[src/rtl/aes_round_ctrl.sv]
// AES round sequencer: out_valid rises 1+NUM_ROUNDS*ROUND_LAT cycles after accept and is held until out_ready.
// Defining AES_ROUND_CTRL_ABORT_EN adds an abort input that drops the in-flight block.
module aes_round_ctrl #(
  parameter int NUM_ROUNDS = 10,
  parameter int ROUND_LAT  = 2
) (
  input  logic       clk,
  input  logic       rst,
  input  logic       in_valid,
  output logic       in_ready,
  output logic       load_pt,
  output logic       init_add,
  output logic       state_load,
  output logic [3:0] key_round,
  output logic       last_round,
  output logic       out_valid,
  input  logic       out_ready,
`ifdef AES_ROUND_CTRL_ABORT_EN
  input  logic       abort,
`endif
  output logic       busy
);

  localparam logic [3:0] ROUNDS_W = 4'(NUM_ROUNDS);
  localparam logic [1:0] LAT_LAST = 2'(ROUND_LAT - 1);

  typedef enum logic [1:0] {
    S_IDLE  = 2'd0,
    S_INIT  = 2'd1,
    S_ROUND = 2'd2,
    S_DONE  = 2'd3
  } state_t;

  state_t     r_state;
  state_t     w_state_nxt;
  logic [3:0] r_round;
  logic [3:0] w_round_nxt;
  logic [1:0] r_lat;
  logic [1:0] w_lat_nxt;
  logic       w_abort;

`ifdef AES_ROUND_CTRL_ABORT_EN
  assign w_abort = abort;
`else
  assign w_abort = 1'b0;
`endif

  always_ff @(posedge clk or posedge rst) begin
    if (rst) begin
      r_state <= S_IDLE;
      r_round <= 4'd0;
      r_lat   <= 2'd0;
    end else begin
      r_state <= w_state_nxt;
      r_round <= w_round_nxt;
      r_lat   <= w_lat_nxt;
    end
  end

  always_comb begin
    w_state_nxt = r_state;
    w_round_nxt = r_round;
    w_lat_nxt   = r_lat;
    in_ready    = 1'b0;
    load_pt     = 1'b0;
    init_add    = 1'b0;
    state_load  = 1'b0;
    key_round   = 4'd0;
    last_round  = 1'b0;
    out_valid   = 1'b0;
    busy        = (r_state != S_IDLE);
    case (r_state)
      S_IDLE: begin
        in_ready = 1'b1;
        // Gated so no strobe can leak out while reset is held.
        load_pt  = in_valid & ~rst;
        if (in_valid) begin
          w_state_nxt = S_INIT;
        end
      end
      S_INIT: begin
        init_add    = 1'b1;
        state_load  = 1'b1;
        w_state_nxt = S_ROUND;
        w_round_nxt = 4'd1;
        w_lat_nxt   = 2'd0;
      end
      S_ROUND: begin
        key_round  = r_round;
        last_round = (r_round == ROUNDS_W);
        w_lat_nxt  = r_lat + 2'd1;
        if (r_lat == LAT_LAST) begin
          state_load = 1'b1;
          w_lat_nxt  = 2'd0;
          if (r_round < ROUNDS_W) begin
            w_round_nxt = r_round + 4'd1;
          end else begin
            w_state_nxt = S_DONE;
          end
        end
      end
      S_DONE: begin
        out_valid = 1'b1;
        key_round = ROUNDS_W;
        if (out_ready) begin
          w_state_nxt = S_IDLE;
          w_round_nxt = 4'd0;
        end
      end
      default: begin
        w_state_nxt = S_IDLE;
      end
    endcase
    if (w_abort && (r_state != S_IDLE)) begin
      w_state_nxt = S_IDLE;
      w_round_nxt = 4'd0;
      w_lat_nxt   = 2'd0;
    end
  end

endmodule
[config.mk]
export PLATFORM = sky130hd
export DESIGN_NAME = aes_round_ctrl
export DESIGN_NICKNAME = d
export VERILOG_FILES = /design/src/rtl/aes_round_ctrl.sv
export SDC_FILE = /design/constraint.sdc
export NUM_CORES = 1
export LEC_CHECK = 0
export ABC_CLOCK_PERIOD_IN_PS = 1850
export BUFFER_PORTS_ARGS = -buffer_cell sky130_fd_sc_hd__buf_2
export CAP_MARGIN = 40
export CORE_MARGIN = 4
export CORE_UTILIZATION = 40
export CTS_CLUSTER_DIAMETER = 200
export DETAILED_ROUTE_END_ITERATION = 12
export GPL_TIMING_DRIVEN = 0
export PLACE_DENSITY = 0.68
export SLEW_MARGIN = 20
export SYNTH_ARGS = -nofsm -noshare
export SYNTH_HDL_FRONTEND = slang
export SYNTH_SLANG_ARGS = --single-unit
[constraint.sdc]
create_clock -name clk -period 1.85 [get_ports clk]
set_clock_uncertainty 0.2 [all_clocks]
set_input_delay 0.2775 -clock clk [delete_from_list [all_inputs] [get_ports clk]]
set_output_delay 0.2775 -clock clk [all_outputs]
set_load 0.02 [all_outputs]
# --- After elaboration in Yosys (flattened, before gate mapping) ---
# Index checks and enable logic that the tools add are counted.
word_totals:
  regBits: 8
  input_bits: 4
  out_inout_bits: 11
  wordCells: 43
op_classes:
  addsub: 2
  n_lt_le_gt_ge: 1
  eq_ne: 10
  n_mux: 19
  n_bitwise: 2
  reduce_logical: 6
op_table:
  columns: ["cell", "count"]
  rows:
  - ["2-to-1 mux 4 bit", 3]
  - ["case mux 4 bit (3 select lines)", 1]
  - ["2-to-1 mux 2 bit", 5]
  - ["inequality test 2 bit, second input constant", 5]
  - ["case mux 2 bit (4 select lines)", 1]
  - ["case mux 4 bit (2 select lines)", 1]
  - ["AND reduction 4 bit", 2]
  - ["2-to-1 mux 1 bit", 6]
  - ["adder 4 x 1 -> 4 bit, second input constant", 1]
  - ["equality test 2 x 1 -> 1 bit, second input constant", 2]
  - ["equality test 2 bit, second input constant", 2]
  - ["equality test 4 bit, second input constant", 1]
  - ["< comparator 4 bit, second input constant", 1]
  - ["case mux 2 bit (2 select lines)", 1]
  - ["nonzero test 2 bit", 2]
  - ["nonzero test 3 bit", 1]
  - ["adder 2 x 1 -> 2 bit, second input constant", 1]
  - ["zero test 2 bit", 1]
  - ["case mux 1 bit (2 select lines)", 1]
  - ["AND 1 bit", 1]
  - ["inverter 1 bit", 1]

# --- Logic depth before layout (Yosys ltp) ---
depth:
  depth_word: 4
  depth_mapped: 7
  ltp_nobuf: 6

# --- Worst setup path after synthesis ---
# Ideal clock, no wire load.
synth_path:
  path_type: "reg2out"
  startpoint: "register r_state[0]"
  endpoint: "output state_load"
  t_arrival_ns: 1.520
  t_required_ns: 1.372
  setup_slack_ns: -0.147
  stages_incl_launch_ff: 7
  path_buffers: 2
  cell_sequence: "dfrtp_1 inv_1 ha_1 clkbuf_1 clkbuf_1 a21oi_1 nor2b_1"
synth_via:
  elab_chain_cells: 2
  elab_cells_between_ends: 3
  classes_between: "eq/ne: 2; mux: 1"
synth_lines:
  columns: ["item", "line", "text"]
  rows:
  - ["from (decl)", "34", "state_t r_state;"]
  - ["from (signal assigned)", "54", "r_state <= w_state_nxt;"]
  - ["equality test 2 bit / equality test 2 x 1 -> 1 bit (equally long branches)", "72", "case (r_state)"]
  - ["case mux 1 bit (2 select lines) (*)", "72", null]
  - ["to (decl)", "13", "output logic state_load,"]
# Every way passes the cells marked *; elsewhere a longest branch is shown, timed or not.

# --- Worst setup path in the final report ---
layout_path:
  startpoint: "register r_state[1]"
  endpoint: "output state_load"
# Same word-level chain as after synthesis.

==> impl_results.md <==
* Crit path DAT at 1.41 ns
* Sequential area share after synthesis at 34.6%
* Per-cell routed wire length at 15.6 um
* DR pass1 iterations at 4
* Switching part of the total at 45.3%
* Row count at 13
* CTS tree: built
* CORE AREA at 0.00133 mm2
* I/O pins at 15
* Die Area at 0.00212 mm2
* CTS buffer count at 3
* Vias in the first global route at 595
* GRT Util Overall at 17.5%
* FMAX at 530 MHz
* Failing checks: negative setup slack
* Starting Density at between 40% and 50%
* Max-slew violation count at 0
* Via/cell ratio at 5.46
* Placed cell count at 95
* Net load switching power at 0.834 mW
* DRC Markers at 0
* Crit Path Class: reg2out
* First-pass GRT wire length at roughly 2600 um
* GRT overflow at 0
* WL met2 at 911 um
* Sequential Power Share at 20.3%
* Leakage at between 0.4 and 0.5 nW
* Synth Net Count at 76
* Internal power at roughly 1.0 mW
* Final Cycle Share at 102%
* Largest net degree at the start of global routing at 9
* Pre-CTS setup slack at -0.210 ns
* Clk pin slew, worst setup/hold paths at 0.06 ns
* Pwr dens at 1960 mW/mm2
* Worst EP required at 1.37 ns
* IO buf count at 14
* Yosys warnings at 0
* Clock Sinks at 8
* Share of layout cells above drive strength 1 at 47.8%
* Hold Path Class: in2reg
* Worst Max-Slew Pin Slew at 0.396 ns
* Dpl hpwl at 982 um
* Max_slew headroom at 73.5%
* Clock tree buffer depth at 2
* Die height at roughly 46 um
* Latest clock arrival within the worst-skew pair at 0.25 ns
* Die outline width at 46.0 um
* Clock Power Share at 7.5%
* Post-layout min period at 1.89 ns
* H-tree depth at 1
* Setup crit end kind: primary output
* Vias post-DR at 584
* RSZ-0062 raised after global routing: yes
* Nets@finish at 104
* Total of max-cap violations at 0
* Antenna viol nets, final at 0
* Final wirelength at roughly 1700 um
* Mapped Area at 578 um2
* Crit path max fanout at 6
* Synth Instances at 66
* ANT cells at 0
* CTS root buffer: clkbuf_4
* Met3 WL at 64 um
* Final Worst Setup Slack at -0.0369 ns
* Routability cong. at 0.769
* Final Instance Count excl. Fillers at 107
* Fin. Hold Viols at 0
* Core Util, Final at 70.4%
* Area growth syn-to-layout at 62.3%
* Maximum vdd drop at 0.00110 V
* Wire length on met1 at 681 um
* Top Metal Used: met4
* Yosys reg bits at 8
* Status: finished, violations left
* Yosys cell types at 26
* Final setup vio count at 2
* Gate power share at between 70% and 80%
* Mean post-synth cell area at ~8.8 um2
* CP startpoint kind: flop
* Initial DRC Count at 9
* Initial antenna violation count at 0
-- per-layer routing --
layer	track usage [%]	vias up
met5	0	-
met2	31.6	17
met4	6.82	0
li1	-	279
met3	2.37	2
met1	20.3	286
-- per-stage QoR --
step / setup TNS (ns) / power [mW] / area, um2 / hold slack (ns)
2_1_floorplan: -0.0949 / 0.943 / 587 / -0.101
3_3_place_gp: -0.968 / 1.13 / 676 / 0.0510
6_report: -0.0411 / 1.84 / 938 / 0.225
3_5_place_dp: -1.21 / 1.15 / 676 / 0.0637
5_1_grt: -0.426 / 1.97 / 938 / 0.235
4_1_cts: -0.494 / 1.63 / 860 / 0.195
-- synthesized netlist by cell type --
| cell | n | area, um2 |
|---|---|---|
| nor3_1 | 1 | 5.00 |
| mux2i_1 | 1 | 10.0 |
| o211ai_2 | 1 | 12.5 |
| inv_1 | 7 | 26.3 |
| or4_1 | 1 | 7.51 |
| nor2b_1 | 5 | 31.3 |
| a21o_1 | 1 | 7.51 |
| mux2_1 | 2 | 22.5 |
| nand2_1 | 8 | 30.0 |
| and3_1 | 1 | 6.26 |
| a211o_1 | 1 | 8.76 |
| nand3_1 | 2 | 10.0 |
| o31ai_1 | 1 | 7.51 |
| a31oi_1 | 2 | 12.5 |
| nor2_1 | 2 | 7.51 |
| ha_1 | 6 | 75.1 |
| a21boi_0 | 1 | 7.51 |
| clkbuf_1 | 2 | 7.51 |
| nor3b_1 | 2 | 15.0 |
| a21oi_1 | 3 | 15.0 |
| nand2b_1 | 2 | 12.5 |
| o211ai_1 | 1 | 7.51 |
| and2_1 | 2 | 12.5 |
| o21ai_0 | 2 | 10.0 |
| dfrtp_1 | 8 | 200 |
| a221o_1 | 1 | 10.0 |
-- power by group through the flow --
stage          logic, mW  clock network [mW]  registers (mW)
2_1_floorplan      0.626                   0           0.317
6_report            1.33               0.137           0.375
4_1_cts             1.15               0.141           0.345
5_1_grt             1.43               0.156           0.387
3_5_place_dp       0.808                   0           0.341
3_3_place_gp       0.794                   0           0.340
-- logic make-up (layout without fill, tap and decap cells) --
kind of cell / after synthesis / in the layout / synth area share [%]
AND/OR/NAND/NOR: 26 / 26 / 23.8
AO/OA/AOI/OAI: 14 / 14 / 17.1
buffers and inverters: 9 / 35 / 5.85
flip-flops: 8 / 8 / 34.6
adder cells (fa/ha/maj): 6 / 6 / 13.0
multiplexers: 3 / 3 / 5.63
-- critical path, cell delays in order, from the launching register on --
cell and delay [ns]:
dfrtp_2 0.46, ha_4 0.21, clkbuf_16 0.16, a21oi_4 0.15
nor2b_4 0.05, buf_6 0.12
-- worst paths after layout --
| check | slack (ns) | to | start | depth (start not counted) |
|---|---|---|---|---|
| setup / recovery | -0.04 | state_load | r_state[1]$_DFFE_PP0P_ | 5 |
| hold / removal | 0.23 | r_state[0]$_DFFE_PP0P_ | in_valid | 3 |
| setup reg to reg | 0 | r_state[1]$_DFFE_PP0P_ | r_state[0]$_DFFE_PP0P_ | 6 |
| hold reg to reg | 0.37 | r_lat[1]$_DFFE_PP0P_ | r_lat[1]$_DFFE_PP0P_ | 1 |
| max in group asynchronous | 0.77 | r_state[0]$_DFFE_PP0P_ | rst | 3 |
| min in group asynchronous | 0.38 | r_state[1]$_DFFE_PP0P_ | rst | 3 |
-- state kept, by name (all words and copies together), names as in the netlist --
register and count:
r_state 2, r_lat 2, r_round 4
-- cell usage in the layout (no fill, tap or decap), drive strengths merged, types with 2 or more instances in the layout --
cell    instances
buf            23
a21oi           3
clkbuf          4
o21ai           2
o211ai          2
ha              6
dfrtp           8
and2            2
nor2            2
nor2b           5
a31oi           2
mux2            2
nand2b          2
nand3           2
nand2           8
inv             7
nor3b           2
-- layout make-up --
class,instances,area [um2]
Clock buffer,3,22.5
Multi-Input combinational cell,49,468
Inverter,7,26.3
Timing Repair Buffer,24,175
Buffer,1,25.0
Sequential cell,8,203
Tap cell,15,18.8
Fill cell,101,395
-- repair_timing --
item,in CTS,in global routing
gates resized for setup,27,11
hold buffers,1,0
pin swaps,3,6
endpoints found under the setup margin,10,11
setup buffers,5,4
endpoints found under the hold margin,8,0
Note: power is estimated with default switching activity, not from simulation.
